**src/rtl/err_detect_responder.sv**
```systemverilog
// Synchronous sample/error responder: synchronizes the 4-phase `sample` request and compares main vs shadow capture.
// It answers on a dual-rail, return-to-zero Err1/Err0 pair and keeps protocol and verdict statistics.
module err_detect_responder #(
    parameter int W           = 8,
    parameter int SYNC_STAGES = 2,
    parameter int RESP_DELAY  = 1,
    parameter int CW          = 8
) (
    input  logic          clk,
    input  logic          rst,
    input  logic          sample,
    input  logic [W-1:0]  main_data,
    input  logic [W-1:0]  shadow_data,
    input  logic          err_inject,
    output logic          Err1,
    output logic          Err0,
    output logic          busy,
    output logic          protocol_err,
    output logic [CW-1:0] err_count,
    output logic [CW-1:0] sample_count
);

    typedef enum logic [1:0] {
        S_IDLE,
        S_EVAL,
        S_RESP
    } state_t;

    state_t                 r_state;
    state_t                 w_state_nxt;
    logic [SYNC_STAGES-1:0] r_sync;
    logic                   w_sample_s;
    logic [3:0]             r_dly;
    logic                   r_mismatch;
    logic                   r_err1;
    logic                   r_err0;
    logic                   r_proto;
    logic [CW-1:0]          r_err_cnt;
    logic [CW-1:0]          r_smp_cnt;

    logic                   w_capture;
    logic                   w_verdict;
    logic                   w_rtz;
    logic                   w_withdraw;
    logic                   w_dec;

    assign w_sample_s = r_sync[SYNC_STAGES-1];

    // Withdrawal is tested before the delay counter so an early drop never yields a verdict.
    always_comb begin
        w_state_nxt = r_state;
        w_capture   = 1'b0;
        w_verdict   = 1'b0;
        w_rtz       = 1'b0;
        w_withdraw  = 1'b0;
        w_dec       = 1'b0;
        case (r_state)
            S_IDLE: begin
                if (w_sample_s) begin
                    w_state_nxt = S_EVAL;
                    w_capture   = 1'b1;
                end
            end
            S_EVAL: begin
                if (!w_sample_s) begin
                    w_state_nxt = S_IDLE;
                    w_withdraw  = 1'b1;
                end else if (r_dly == 4'd0) begin
                    w_state_nxt = S_RESP;
                    w_verdict   = 1'b1;
                end else begin
                    w_dec = 1'b1;
                end
            end
            S_RESP: begin
                if (!w_sample_s) begin
                    w_state_nxt = S_IDLE;
                    w_rtz       = 1'b1;
                end
            end
            default: w_state_nxt = S_IDLE;
        endcase
    end

    always_ff @(posedge clk) begin
        if (rst) begin
            r_state   <= S_IDLE;
            r_sync    <= '0;
            r_dly     <= 4'd0;
            r_err1    <= 1'b0;
            r_err0    <= 1'b0;
            r_proto   <= 1'b0;
            r_err_cnt <= '0;
            r_smp_cnt <= '0;
        end else begin
            r_state <= w_state_nxt;
            r_sync  <= {r_sync[SYNC_STAGES-2:0], sample};

            if (w_capture) begin
                r_dly <= 4'(RESP_DELAY);
            end else if (w_dec) begin
                r_dly <= r_dly - 4'd1;
            end

            if (w_verdict) begin
                r_err1    <= r_mismatch;
                r_err0    <= ~r_mismatch;
                r_smp_cnt <= r_smp_cnt + CW'(1);
                if (r_mismatch && (r_err_cnt != '1)) begin
                    r_err_cnt <= r_err_cnt + CW'(1);
                end
            end else if (w_rtz) begin
                r_err1 <= 1'b0;
                r_err0 <= 1'b0;
            end

            if (w_withdraw) begin
                r_proto <= 1'b1;
            end
        end
    end

    // Only read after a capture, so it needs no reset.
    always_ff @(posedge clk) begin
        if (w_capture) begin
            r_mismatch <= (main_data != shadow_data) | err_inject;
        end
    end

    assign Err1         = r_err1;
    assign Err0         = r_err0;
    assign busy         = (r_state != S_IDLE);
    assign protocol_err = r_proto;
    assign err_count    = r_err_cnt;
    assign sample_count = r_smp_cnt;

endmodule

```
**config.mk**
```make
export PLATFORM = sky130hd
export DESIGN_NAME = err_detect_responder
export DESIGN_NICKNAME = d
export VERILOG_FILES = /design/src/rtl/err_detect_responder.sv
export SDC_FILE = /design/constraint.sdc
export NUM_CORES = 1
export LEC_CHECK = 0
export CAP_MARGIN = 0
export CORE_AREA = 2 2 52 66
export DETAILED_ROUTE_END_ITERATION = 7
export DIE_AREA = 0 0 54 68
export PLACE_DENSITY = 0.87
export SYNTH_ARGS = -nofsm -noshare
export SYNTH_HDL_FRONTEND = slang
export SYNTH_SLANG_ARGS = --single-unit
```
**constraint.sdc**
```tcl
create_clock -name clk -period 2.3 [get_ports clk]
set_input_delay 0.23 -clock clk [delete_from_list [all_inputs] [get_ports clk]]
set_output_delay 0.23 -clock clk [all_outputs]
set_load 0.005 [all_outputs]
```
---- Yosys cells after proc, flatten, opt, wreduce, memory -nomap -nowiden ----
Cells that the tools add are included.
operators by class
  $add $sub $neg .......................... 3
  equal/unequal tests ..................... 7
  mux-type cells .......................... 21
  bitwise logic cells ..................... 2
  reductions and logical operators ........ 9
operator list
  kind                                                                count
  8-bit by 1-bit adder with 8-bit output, second input constant       2
  1-bit two-way mux                                                   16
  2-bit two-way mux                                                   4
  8-bit inequality test                                               1
  8-bit inequality test, second input constant                        1
  2-bit one-hot mux with 3 select lines                               1
  2-bit nonzero test                                                  3
  4-bit logical NOT                                                   1
  2-bit inequality test, second input constant                        2
  4-bit by 1-bit subtractor with 4-bit output, second input constant  1
  3-bit inequality test, second input constant                        1
  3-bit AND reduction                                                 1
  2-bit by 1-bit == test with 1-bit output, second input constant     1
  2-bit == test, second input constant                                1
  2-bit logical NOT                                                   1
  2-bit AND reduction                                                 1
  2-bit OR reduction                                                  1
  1-bit logical AND                                                   1
  1-bit inverter                                                      1
  1-bit OR                                                            1
word-level totals
  bits in registers ....................... 28
  bits of input ports ..................... 20
  output and inout bits ................... 20
  logic and storage cells ................. 52

---- Logic depth before layout (Yosys ltp) ----
Gate-level depths: netlist of run 1.
  depth in word-level cells ............... 6
  gate-level depth with buffers ........... 7
  depth with buffers taken out ............ 6

---- Worst setup path after synthesis of run 1 ----
No wires, ideal clock.
  path type ............................... register to register
  start ................................... register r_dly[0]
  end ..................................... register r_err_cnt[7], in the netlist err_count[7]
  setup time .............................. 0.123 ns
  arrival ................................. 1.628 ns
  required time ........................... 2.177 ns
  slack ................................... 0.549 ns
  cell stages (with the launch flop) ...... 7
  path buffers ............................ 0
  clock period less this slack ............ 1.751 ns
  path through ............................ dfxtp_1 > inv_1 > ha_1 > nor3b_4 > nand4_2 > nor4_1 > mux2_1
between the ends
  cells in the longest elaborated chain, start to end .. 5
ends and longest elaborated chain
  item                                  line  source
  from (decl)                           33    logic [3:0] r_dly;
  from (signal assigned)                100   r_dly <= 4'(RESP_DELAY);
  from (signal assigned)                102   r_dly <= r_dly - 4'd1;
  4-bit logical NOT                     68    end else if (r_dly == 4'd0) begin
  1-bit two-way mux                     68
  1-bit two-way mux                     65    if (!w_sample_s) begin
  1-bit two-way mux                     57    case (r_state)
  2-bit AND reduction (no source line)  --
  to (signal assigned)                  110   r_err_cnt <= r_err_cnt + CW'(1);
  to (decl)                             38    logic [CW-1:0] r_err_cnt;
Every way passes these cells.
A chain may end at the register's enable or synchronous reset.

---- Worst setup path after layout of run 1 ----
  start ................................... register r_state[0]
  end ..................................... register r_err_cnt[3], in the netlist err_count[3]
between the ends
  cells in the longest elaborated chain, start to end .. 3
ends and longest elaborated chain
  item                                      line  source
  from (decl)                               29    state_t r_state;
  from (signal assigned)                    96    r_state <= w_state_nxt;
  2-bit by 1-bit == test with 1-bit output  57
  1-bit two-way mux                         57
  2-bit AND reduction (no source line)      --
Every way passes these cells.

==> flow_summary.ini, run 1 <==
[status]
status = finished, final reports clean

[sta]
finalMaxSlewViolations = 0
relSlewSlack_pct = 63.6
hold_slack_ps = 443
hold_viol = 0
setup_viol = 0
period_minus_slack_ps = 1990
tightest_slew_ps = 543
period_share_pct = 86.7
fin_worst_skew_ps = 2.48
setup-tns-final_ps = 0
rsz0062_at_grt = no
max_clock_freq_mhz = 502

[critical_path]
regToRegStartpoint = r_state[0]
reg2reg_to = err_count[3]
worstPathArrival_ps = 2200
start_kind = register
crit_fanout = 12
crit_type = reg -> reg
reg2reg_depth = 4
cp.required_ps = 2510
reg2reg_slack_ps = 310
end_kind = register

[global_route]
track_usage_pct = 16.8
grt_max_degree = 16
grt_pass1_wl_mm = 4.72
grt_pass1_vias = 1133
grt_overflow = 0
antenna_found_initial = 0

[die]
fp.dieW_um = 54
fp.dieH_um = 68
rows = 23
num_io_pins = 40
die_area_um2 = 3670
core_area_um2 = 3110
initial_core_util_pct = 43.3

[layout]
seqCellArea_um2 = 571
antennaDiodeCount = 0
layout-drive-gt1-share_pct = 6.28
final_cell_mix = clkdlybuf4s50_1 (39), dfxtp_1 (27), nor2_1 (15)
area_growth_pct = 36.1
fin_nets = 215
layout_commonest_cell = clkdlybuf4s50_1
n_fill_cell = 276
multi_input_area_um2 = 736
finalInstanceArea_um2 = 1830

[logic_synthesis]
syn_nets = 174
synth_top_family_by_area = simple AND/OR/NAND/NOR gates
synth_fa_ha_area_share_pct = 2.79
synth-compound-area-share_pct = 9.48
async_flop_share_pct = 0
synth_area_um2 = 1350
synth_top_cell_by_area = dfxtp_1
synth-simple-area-share_pct = 30.5
ys_warn_count = 0
synth_seq_cells = 28
synth_edf_count = 1
synth_xor_area_share_pct = 11.1
synth_area_per_cell_um2 = 8.92
netlist.area_leader.share_pct = 40.1
synth_top_flop_cell = dfxtp_1
postSynthCellCount = 151
netlist-cell-type-count = 36
netlist_top_cells_area = dfxtp_1 (40%), xnor2_1 (7.2%), a21oi_1 (4.5%)
yosysSeqAreaShare_pct = 42.4
synthMuxAreaShare_pct = 0.836

[power]
p_clk_share_pct = 34.2
switching_share_pct = 20.4
p_per_area_nw_per_um2 = 476
switchingPower_mw = 0.178
leakage_nw = 0.608
p_int_mw = 0.695
power_frac_seq_pct = 56.8
p_comb_share_pct = 9.0
ir_worst_vdd_mv = 0.346

[route]
detail-route-antenna-nets = 0
post-route-drc-count = 0
firstDrtPassIters = 4
vias = 1236
drtIter0Drc = 18
wl_per_cell_um = 12.0
wl_mm = 2.73
vias_per_cell = 5.42

[job]
maxCapViolCount = 0

[hold_path]
hold_path_class = reg -> reg
hold_depth = 1
min_to = r_sync[1]
min_from = r_sync[0]

[placed_design]
portBuffers = 39
place_area_um2 = 1780
dp_hpwl_mm = 2.12
place_congestion = 0.787

[cts]
clock_latency_ps = 270
cts_tree = yes
cts_buffers = 3
post_cts_buffers = 0
clk_pin_slew_worst_paths_ps = 90
cts_hold_buffers = 0
ctsResizeCount = 0
htree_levels = 1
root_buffer = clkbuf_8
clockBufferDepth = 2
cts_sinks = 28
synth_stat cells (all sizes together), types with 4 or more instances:
library cell,count
o31ai,5
a21oi,12
nand3,9
or4,4
nand4,7
inv,5
xnor2,11
nor2,15
nor2b,5
dfxtp,27
nand2,6
xor2,6
nor3,5
how the worst max path moves through the flow:
stage | slack, ps | to | start | depth (start not counted)
global placement | 440 | err_count[3] | r_state[0] | 4
global route | 120 | err_count[3] | r_state[0] | 4
detailed placement | 320 | err_count[3] | r_state[0] | 4
floorplan | 550 | err_count[7] | r_dly[0] | 6
CTS | 300 | err_count[3] | r_state[0] | 4
finish | 310 | err_count[3] | r_state[0] | 4
area by class of cell:
class,instances,share of cell area [%]
flip-flops and latches,28,31.1
well taps,37,2.53
clock buffers,4,3.01
repair buffers,41,22.1
multi-input cells,113,40.2
inverters,5,1.02
critical path, stage by stage, from the launching register on:
cell and delay, ps:
dfxtp_1 460, and3b_1 370, nand3_1 350, or4_1 590
a21oi_1 160
registers in the layout (all words and copies together) (netlist names):
register and flops:
Err1 1, r_dly 4, Err0 1, r_sync 2
err_count 8, r_state 2, r_mismatch 1, protocol_err 1
sample_count 8
cell families (layout without fill, tap and decap cells):
group,after synthesis,in the layout
and+or+nand+nor,70,70
DFF,28,28
AOI/OAI and AO/OA,22,22
xor gates and xnor gates,17,17
buffers and inverters,10,50
adders and majority gates,3,3
muxes,1,1
metrics by stage:
stage	setup WS (ps)	utilization [%]	cells	total power [mW]
floorplan	549	-	151	0.540
detailed placement	325	57.2	224	0.586
finish	307	58.9	228	0.873
global placement	439	57.2	224	0.584
CTS	300	58.9	228	0.881
global route	121	58.9	228	0.906
power by group through the flow:
stage	Sequential (mW)	Combinational [mW]	Clock (mW)
floorplan	0.506	0.0342	0
global placement	0.507	0.0774	0
detailed placement	0.507	0.0790	0
CTS	0.496	0.0793	0.306
global route	0.497	0.0863	0.322
finish	0.496	0.0784	0.298
routing by layer:
layer / wire length, µm / GRT usage [%]
met1: 1170 / 20.6
met2: 1390 / 29.6
met3: 110 / 1.53
met4: 60 / 6.88
met5: 0 / 0
No activity file was read; power rests on OpenSTA's default activity.
==> run 2: changes to the inputs <==
--- a/config.mk
+++ b/config.mk
@@ -5,7 +5,6 @@
 export SDC_FILE = /design/constraint.sdc
 export NUM_CORES = 1
 export LEC_CHECK = 0
-export CAP_MARGIN = 0
 export CORE_AREA = 2 2 52 66
 export DETAILED_ROUTE_END_ITERATION = 7
 export DIE_AREA = 0 0 54 68
==> results of run 2 <==
No change in the layout: final DEF, timing and power equal those of run 1.
